[src/rtl/esm_dep_matrix_mt.sv]
// Issue-buffer dependency matrix: per-slot RAW/WAW/WAR tracking with retirement
// and an ISSUE_W-lane lowest-index picker over hazard-free slots.
module esm_dep_matrix_mt #(
  parameter int unsigned IW       = 32,
  parameter int unsigned BS       = 16,
  parameter int unsigned REGNUM   = 32,
  parameter int unsigned HAZ_MODE = 0,
  parameter int unsigned X0_ZERO  = 1,
  parameter int unsigned ISSUE_W  = 2
) (
  input  logic                            clk,
  input  logic                            rst,
  input  logic                            alloc_valid,
  input  logic [$clog2(BS)-1:0]           alloc_idx,
  input  logic [IW-1:0]                   instr_in,
  input  logic                            reg_write,
  input  logic                            uses_rs2,
  input  logic [BS-1:0]                   retire_mask,
  output logic [BS-1:0]                   occupied,
  output logic [BS-1:0]                   independent,
  output logic [ISSUE_W-1:0]              issue_valid,
  output logic [ISSUE_W*$clog2(BS)-1:0]   issue_idx,
  output logic                            alloc_err
);

  localparam int unsigned AW = $clog2(BS);
  localparam int unsigned RA = $clog2(REGNUM);

  logic [BS-1:0]          r_occ;
  logic [BS-1:0][BS-1:0]  r_dep;
  logic [BS-1:0][RA-1:0]  r_rd;
  logic [BS-1:0][RA-1:0]  r_rs1;
  logic [BS-1:0][RA-1:0]  r_rs2;
  logic [BS-1:0]          r_rd_v;
  logic [BS-1:0]          r_rs2_v;
  logic                   r_alloc_err;

  logic [RA-1:0]          w_rd;
  logic [RA-1:0]          w_rs1;
  logic [RA-1:0]          w_rs2;
  logic                   w_accept;
  logic [BS-1:0]          w_new_dep;
  logic [BS-1:0]          w_col_clr;
  logic [BS-1:0]          w_occ_nxt;
  logic [BS-1:0][BS-1:0]  w_dep_nxt;
  logic [BS-1:0]          w_rem;
  logic                   w_hit;
  logic                   w_unused_instr;

  assign w_rd           = instr_in[7 +: RA];
  assign w_rs1          = instr_in[15 +: RA];
  assign w_rs2          = instr_in[20 +: RA];
  assign w_unused_instr = ^instr_in;

  // Register-equality test; register 0 optionally never matches.
  function automatic logic f_same(input logic [RA-1:0] x, input logic [RA-1:0] y);
    return (x == y) && !((X0_ZERO != 0) && (x == '0));
  endfunction

  // An allocation is accepted into a free slot or one retiring this same cycle.
  assign w_accept = alloc_valid & (~r_occ[alloc_idx] | retire_mask[alloc_idx]);

  // Hazards of the incoming instruction against every slot that stays live.
  always_comb begin
    w_new_dep = '0;
    for (int unsigned j = 0; j < BS; j++) begin
      w_new_dep[j] = r_occ[j] & ~retire_mask[j] & (AW'(j) != alloc_idx) & (
          (r_rd_v[j] & (f_same(w_rs1, r_rd[j]) | (uses_rs2 & f_same(w_rs2, r_rd[j]))))
        | ((HAZ_MODE >= 1) & reg_write & r_rd_v[j] & f_same(w_rd, r_rd[j]))
        | ((HAZ_MODE == 2) & reg_write &
           (f_same(w_rd, r_rs1[j]) | (r_rs2_v[j] & f_same(w_rd, r_rs2[j])))));
    end
  end

  // Retire clears columns; a new occupant also clears its own column and replaces its row.
  always_comb begin
    w_col_clr = retire_mask;
    w_occ_nxt = r_occ & ~retire_mask;
    if (w_accept) begin
      w_col_clr[alloc_idx] = 1'b1;
      w_occ_nxt[alloc_idx] = 1'b1;
    end
    w_dep_nxt = r_dep;
    for (int unsigned i = 0; i < BS; i++) begin
      w_dep_nxt[i] = r_dep[i] & ~w_col_clr;
    end
    if (w_accept) begin
      w_dep_nxt[alloc_idx] = w_new_dep;
    end
  end

  always_ff @(posedge clk) begin
    if (!rst) begin
      r_occ       <= '0;
      r_dep       <= '0;
      r_rd        <= '0;
      r_rs1       <= '0;
      r_rs2       <= '0;
      r_rd_v      <= '0;
      r_rs2_v     <= '0;
      r_alloc_err <= 1'b0;
    end else begin
      r_occ       <= w_occ_nxt;
      r_dep       <= w_dep_nxt;
      r_alloc_err <= alloc_valid & ~w_accept;
      if (w_accept) begin
        r_rd[alloc_idx]    <= w_rd;
        r_rs1[alloc_idx]   <= w_rs1;
        r_rs2[alloc_idx]   <= w_rs2;
        r_rd_v[alloc_idx]  <= reg_write;
        r_rs2_v[alloc_idx] <= uses_rs2;
      end
    end
  end

  assign occupied  = r_occ;
  assign alloc_err = r_alloc_err;

  always_comb begin
    independent = '0;
    for (int unsigned i = 0; i < BS; i++) begin
      independent[i] = r_occ[i] & ~|r_dep[i];
    end
  end

  // Each lane takes the lowest remaining independent slot.
  always_comb begin
    w_rem       = independent;
    w_hit       = 1'b0;
    issue_valid = '0;
    issue_idx   = '0;
    for (int unsigned k = 0; k < ISSUE_W; k++) begin
      w_hit = 1'b0;
      for (int unsigned i = 0; i < BS; i++) begin
        if (!w_hit && w_rem[i]) begin
          w_hit                 = 1'b1;
          w_rem[i]              = 1'b0;
          issue_valid[k]        = 1'b1;
          issue_idx[k*AW +: AW] = AW'(i);
        end
      end
    end
  end

endmodule

[config.mk]
export PLATFORM = sky130hd
export DESIGN_NAME = esm_dep_matrix_mt
export DESIGN_NICKNAME = d
export VERILOG_FILES = /design/src/rtl/esm_dep_matrix_mt.sv
export SDC_FILE = /design/constraint.sdc
export NUM_CORES = 1
export LEC_CHECK = 0
export CAP_MARGIN = 15
export CELL_PAD_IN_SITES_DETAIL_PLACEMENT = 1
export CELL_PAD_IN_SITES_GLOBAL_PLACEMENT = 2
export CORE_AREA = 3 3 289 149
export CTS_CLUSTER_DIAMETER = 60
export DETAILED_ROUTE_END_ITERATION = 7
export DIE_AREA = 0 0 292 152
export GPL_ROUTABILITY_DRIVEN = 0
export PLACE_DENSITY = 0.87
export SLEW_MARGIN = 20
export SYNTH_ARGS = -nofsm -noshare
export SYNTH_HDL_FRONTEND = slang
export SYNTH_SLANG_ARGS = --single-unit
[constraint.sdc]
create_clock -name clk -period 7.85 [get_ports clk]
set_clock_uncertainty 0.15 [all_clocks]
set_input_delay 1.9625 -clock clk [delete_from_list [all_inputs] [get_ports clk]]
set_output_delay 1.9625 -clock clk [all_outputs]
set_load 0.01 [all_outputs]
======== Word-level counts from Yosys, hierarchy flattened ========
Index checks and enable logic that the tools add are counted.
cells by class
  muxes and demuxes ....................... 92
  $lt $le $gt $ge ......................... 2
  bitwise gates (word level) .............. 154
  equal/unequal tests ..................... 47
  reduce and logical (&&, ||, !) cells .... 128
operators with widths
  kind                                                  count
  bitwise AND 16 bit                                    17
  bitwise mux 256 bit                                   1
  2-to-1 mux 256 bit                                    1
  OR reduction 16 bit                                   16
  equality test 5 bit                                   32
  bitwise AND 1 bit                                     98
  bitwise mux 80 bit                                    1
  demux 16 bit (select 4 bit)                           1
  2-to-1 mux 4 bit                                      16
  logical AND 1 bit                                     62
  2-to-1 mux 1 bit                                      51
  2-to-1 mux 16 bit                                     3
  zero test 1 bit                                       47
  inequality test 4 bit, first input constant           8
  NOT 16 bit                                            2
  OR 16 bit                                             2
  2-to-1 mux 3 bit                                      8
  demux 5 bit (select 4 bit)                            1
  NOT 1 bit                                             18
  OR 1 bit                                              17
  bitwise mux 16 bit                                    1
  inequality test 3 x 4 -> 1 bit, first input constant  4
  zero test 5 bit                                       2
  binary-select mux 1 bit (select 4 bit)                2
  other kinds (8)                                       12
word-level totals
  logic and storage cells ................. 458
  flip-flop bits (word level) ............. 369
  output and inout port bits .............. 43
  bits of input ports ..................... 57

======== Longest topological paths before layout ========
  depth in word-level cells ............... 51
  gate-level depth with buffers ........... 11
  depth with buffers taken out ............ 9

======== Worst setup path before layout ========
OpenSTA, ideal clock, no wires.
  path type ............................... register -> output
  from .................................... reg r_occ[4] (netlist: occupied[4])
  to ...................................... out issue_idx[5]
  data required time ...................... 5.738 ns
  slack ................................... 3.270 ns
  arrival time ............................ 2.467 ns
  cell stages (with the launch flop) ...... 9
  buffers on the path ..................... 0
  cells stage by stage .................... dfxtp_1 > nor4b_1 > nand4_1 > nor4_2 > nor4_1 > and3_1 > maj3_1 > o41a_1 > o211ai_1
between the ends
  longest elaborated chain between the ends .. 38
  elaborated cells on any way between the ends .. 93
  those cells by class .................... mux: 46; bitwise: 1; reduce/logical: 46
ends and longest elaborated chain
  item                                                          line  source
  start, declared                                               29    logic [BS-1:0] r_occ;
  start signal, assigned                                        103   r_occ <= w_occ_nxt;
  bitwise AND 1 bit (*)                                         122   independent[i] = r_occ[i] & ~|r_dep[i];
  net independent[4]                                            20    output logic [BS-1:0] independent,
  logical AND 1 bit                                             135   if (!w_hit && w_rem[i]) begin
  2-to-1 mux 1 bit                                              135
  logical AND 1 bit / zero test 1 bit (equally long branches)   135
  2-to-1 mux 1 bit / logical AND 1 bit (equally long branches)  135
  zero test 1 bit / 2-to-1 mux 1 bit (equally long branches)    135
  logical AND 1 bit / zero test 1 bit (equally long branches)   135
  [... 23 more ...]                                             n/a
  logical AND 1 bit / zero test 1 bit (equally long branches)   135
  2-to-1 mux 1 bit / logical AND 1 bit (equally long branches)  135
  zero test 1 bit / 2-to-1 mux 1 bit (equally long branches)    135
  logical AND 1 bit / zero test 1 bit (equally long branches)   135
  2-to-1 mux 1 bit / logical AND 1 bit (equally long branches)  135
  zero test 1 bit / 2-to-1 mux 1 bit (equally long branches)    135
  logical AND 1 bit                                             135
  2-to-1 mux 4 bit (*)                                          135
  end, declared                                                 22    output logic [ISSUE_W*$clog2(BS)-1:0] issue_idx,
The timed path passes the listed nets; every way through them passes the cells marked *.

======== Worst setup path after layout ========
  from .................................... reg r_occ[12] (netlist: occupied[12])
  to ...................................... out issue_idx[5]
between the ends
  longest elaborated chain between the ends .. 14
  elaborated cells on any way between the ends .. 29
  those cells by class .................... mux: 14; bitwise: 1; reduce/logical: 14
ends and longest elaborated chain
  item                                                          line
  bitwise AND 1 bit (*)                                         122
  logical AND 1 bit                                             135
  2-to-1 mux 1 bit                                              135
  logical AND 1 bit / zero test 1 bit (equally long branches)   135
  2-to-1 mux 1 bit / logical AND 1 bit (equally long branches)  135
  zero test 1 bit / 2-to-1 mux 1 bit (equally long branches)    135
  logical AND 1 bit / zero test 1 bit (equally long branches)   135
  2-to-1 mux 1 bit / logical AND 1 bit (equally long branches)  135
  zero test 1 bit / 2-to-1 mux 1 bit (equally long branches)    135
  logical AND 1 bit / zero test 1 bit (equally long branches)   135
  2-to-1 mux 1 bit / logical AND 1 bit (equally long branches)  135
  zero test 1 bit / 2-to-1 mux 1 bit (equally long branches)    135
  logical AND 1 bit                                             135
  2-to-1 mux 4 bit (*)                                          135
Mark *: on every way between the ends. The rest lies on a longest branch, timed or not.

==> impl_results.md <==
- Layout Utilization: 46.04%
- Number of antenna repair diodes: 0
- Worst Setup End Kind: output port
- Outcome: completed
- GRT Util Overall: 22.79%
- Fill cell total of the finished layout: 4,570
- Number of library cell types mapped by synthesis: 63
- Area taken by multi-input logic gates: 8178 um^2
- Top-count cell post-synth: sky130_fd_sc_hd__dfxtp_1
- Share of synthesized flip-flops with an asynchronous set or reset: 0%
- CTS Root Buffer Type: sky130_fd_sc_hd__clkbuf_16
- Crit path time final: 6.627 ns
- Max Root-Sink Buffers: 3
- Number of buffer cells added on primary ports: 82
- Area occupied by registers: 7387 um^2
- CTS tree: built
- Critical Path Start Type: flop
- Worst hold slack: 0.3079 ns
- Number of sinks handled by clock tree synthesis: 369
- Reg-to-Reg Start: occupied[10]
- Worst hold path class: flop to flop
- Routed via count divided by cell count: 5.639
- Hold path startpoint: r_dep[49]
- Category of cells accounting for the largest share of critical-path delay: simple AND/OR/NAND/NOR gates
- Cell chain of the critical path: nor4b_1 -> nand4_1 -> nor4_2 -> nor2_1 -> nand4_1 -> a21oi_1 -> o41a_1 -> o211ai_1 -> clkdlybuf4s50_1
- Remaining routing DRC violations: 0
- # Post-CTS Setup Buffers: 0
- Routed Wire Length: 51,670 um
- Register clock-pin slew on the reported worst setup and hold paths: 0.07 ns
- I/O pin cnt: 100
- Summed instance area of the synthesized netlist: 16,540 um^2
- First-pass GRT wire length: 79,240 um
- CP most frequent cell: sky130_fd_sc_hd__nand4_1
- RSZ-0062 raised after global routing: no
- CTS Buf Count: 36
- Final Cycle Share: 84.42%
- Post-synthesis register bit count: 369
- Number of max-cap violations: 0
- Leading cell types by total area after synthesis: sky130_fd_sc_hd__dfxtp_1 (45%), sky130_fd_sc_hd__nand3_1 (8.1%), sky130_fd_sc_hd__mux2i_1 (5.8%)
- Pwr Total: 3.896 mW
- Via count of the first global-routing pass: 12.95k
- Crit Path Category: flop to output port
- Die Y-Extent: 152 um
- Worst max-slew margin expressed relative to the limit: 21.07%
- Share of the synthesized area in the top cell type: 44.67%
- Maximum number of pins on one net before global-route repair: 91
- First-pass DRT Iterations: 5
- Maximum resistive drop on vdd: 98.83 uV
- Peak clock frequency supported by timing: 0.1509 GHz
- Count of final max-slew check failures: 0
- Fraction of layout instances using a drive strength above 1: 8.129%
- Worst Path Max Fanout: 8
- Post-CTS Hold Buffers: 0
- Top flip-flop cell by instance count after synthesis: sky130_fd_sc_hd__dfxtp_1
- Die area: 44,380 um^2
- Dominant cell type by area after synthesis: sky130_fd_sc_hd__dfxtp_1
- Starting utilization of the core area: 40.93%
- Bufs and invs on worst path: 1
- Antenna-violating nets left: 0
- Setup TNS: 0 ns
- Transition time at the pin with the least slew margin: 1.184 ns
- Most used standard cells in the synthesized netlist: sky130_fd_sc_hd__dfxtp_1 (369), sky130_fd_sc_hd__nand3_1 (269), sky130_fd_sc_hd__o21ai_0 (134)
- Quantity of gates resized following cts: 0
- Part of the Yosys area used for sequential elements: 44.67%
- Initial drt markers: 819
- Total core area: 40,400 um^2
- Cell at the slowest stage of the critical path: sky130_fd_sc_hd__nor4b_1
- Average size of a mapped cell: 9.311 um^2
- Worst-Skew Late Latency: 0.53 ns
- Leakage power of the design: 6.867 nW
- Areal power density over the cells: 209.5 nW/um^2
- Final net count: 1,830
- Final Hold Viols: 0
- Placement row count: 52
- Post-Synthesis Net Count: 1,833
- Largest stage delay on the critical path: 0.86 ns
- Required arrival time at the worst endpoint: 5.74 ns
- Count of yosys warnings during synthesis: 0
- Via total after detailed routing: 13.17k
- DPL Wire Length: 33,500 um
- GRT Residual Overflow: 0
- Number of antenna violations at the first check in global routing: 0
- Chip Width: 292 um
- Arrival time of data at the critical path endpoint: 4.51 ns
- Number of enable-type register cells in the synthesized netlist: 0
- Setup violations, final: 0
- Instance count of the mapped netlist: 1,776
- Count of H-tree levels built during CTS: 2
- Reg-to-reg slack, setup: 4.04 ns
- Critical path startpoint: occupied[12]
- Final routed wire length divided by cell count: 22.12 um
- Synth-to-Final Area Change: 12.49%
==> cell families (layout without fill, tap and decap cells) <==
group                    after synthesis  in the layout  synth area share, %
XOR/XNOR                             162            162                8.581
adder cells (fa/ha/maj)                3              3               0.1816
flip-flops                           369            369                44.67
AND/OR/NAND/NOR                      638            638                22.95
AO/OA/AOI/OAI                        321            321                11.05
buffers and inverters                182            202                6.068
multiplexers                         101            101                6.492
==> cells in the final DEF, fill, tap and decap left out, drive strengths merged, types with 18 or more instances in the layout <==
cell type / count
nor4: 76
clkbuf: 46
nor2b: 98
mux2i: 96
a21boi: 18
xor2: 66
o21ai: 252
nand2b: 20
dfxtp: 369
buf: 44
nand3: 275
clkdlybuf4s50: 81
xnor2: 96
nand4: 35
nor2: 35
==> worst paths after layout <==
kind                                      to  depth (start not counted)
worst max-delay path            issue_idx[5]                          9
worst min-delay path               r_dep[49]                          2
worst max register to register     r_dep[97]                          8
worst min register to register     r_dep[49]                          2
==> flip-flops by register name, indices dropped and copies added (netlist names) <==
| signal | count |
|---|---|
| r_dep | 256 |
| r_rd | 80 |
| occupied | 16 |
| r_rd_v | 16 |
| alloc_err | 1 |
==> per-stage QoR <==
step                std cells  instance area (um^2)  setup slack [ns]
global route             2336                 18600             1.020
global placement         2274                 17430             1.822
floorplan                1776                 16540             3.270
CTS                      2335                 18580             1.305
detailed placement       2274                 17430             1.784
finish                   2336                 18600             1.223
==> area by class of cell <==
cell class | count | area share (%)
inverters | 16 | 0.3229
repair buffers | 125 | 6.175
clock buffers | 46 | 5.260
multi-input cells | 1225 | 43.96
clock inverters | 15 | 0.9350
flip-flops and latches | 369 | 39.71
well taps | 540 | 3.632
==> per-layer routing <==
metal	GRT usage [%]	vias up	wire, um
met1	31.57	6485	24680
met5	0	-	0
met2	37.49	271	23480
met3	2.888	82	2119
met4	6.229	0	1384
li1	-	6335	-
==> worst min-delay path, cell delays in order (launching register included) <==
cell                      delay [ns]
sky130_fd_sc_hd__dfxtp_1        0.31
sky130_fd_sc_hd__nand3_1        0.06
sky130_fd_sc_hd__o21ai_1        0.05
==> power breakdown <==
group	internal, mW	total [mW]	switching [mW]	leakage, nW
combinational	0.0980	0.265	0.167	3.33
sequential	1.88	1.89	0.00833	2.97
clock	0.985	1.74	0.759	0.565
total	2.96	3.90	0.935	6.87
Power figures use the tool's default switching activity.
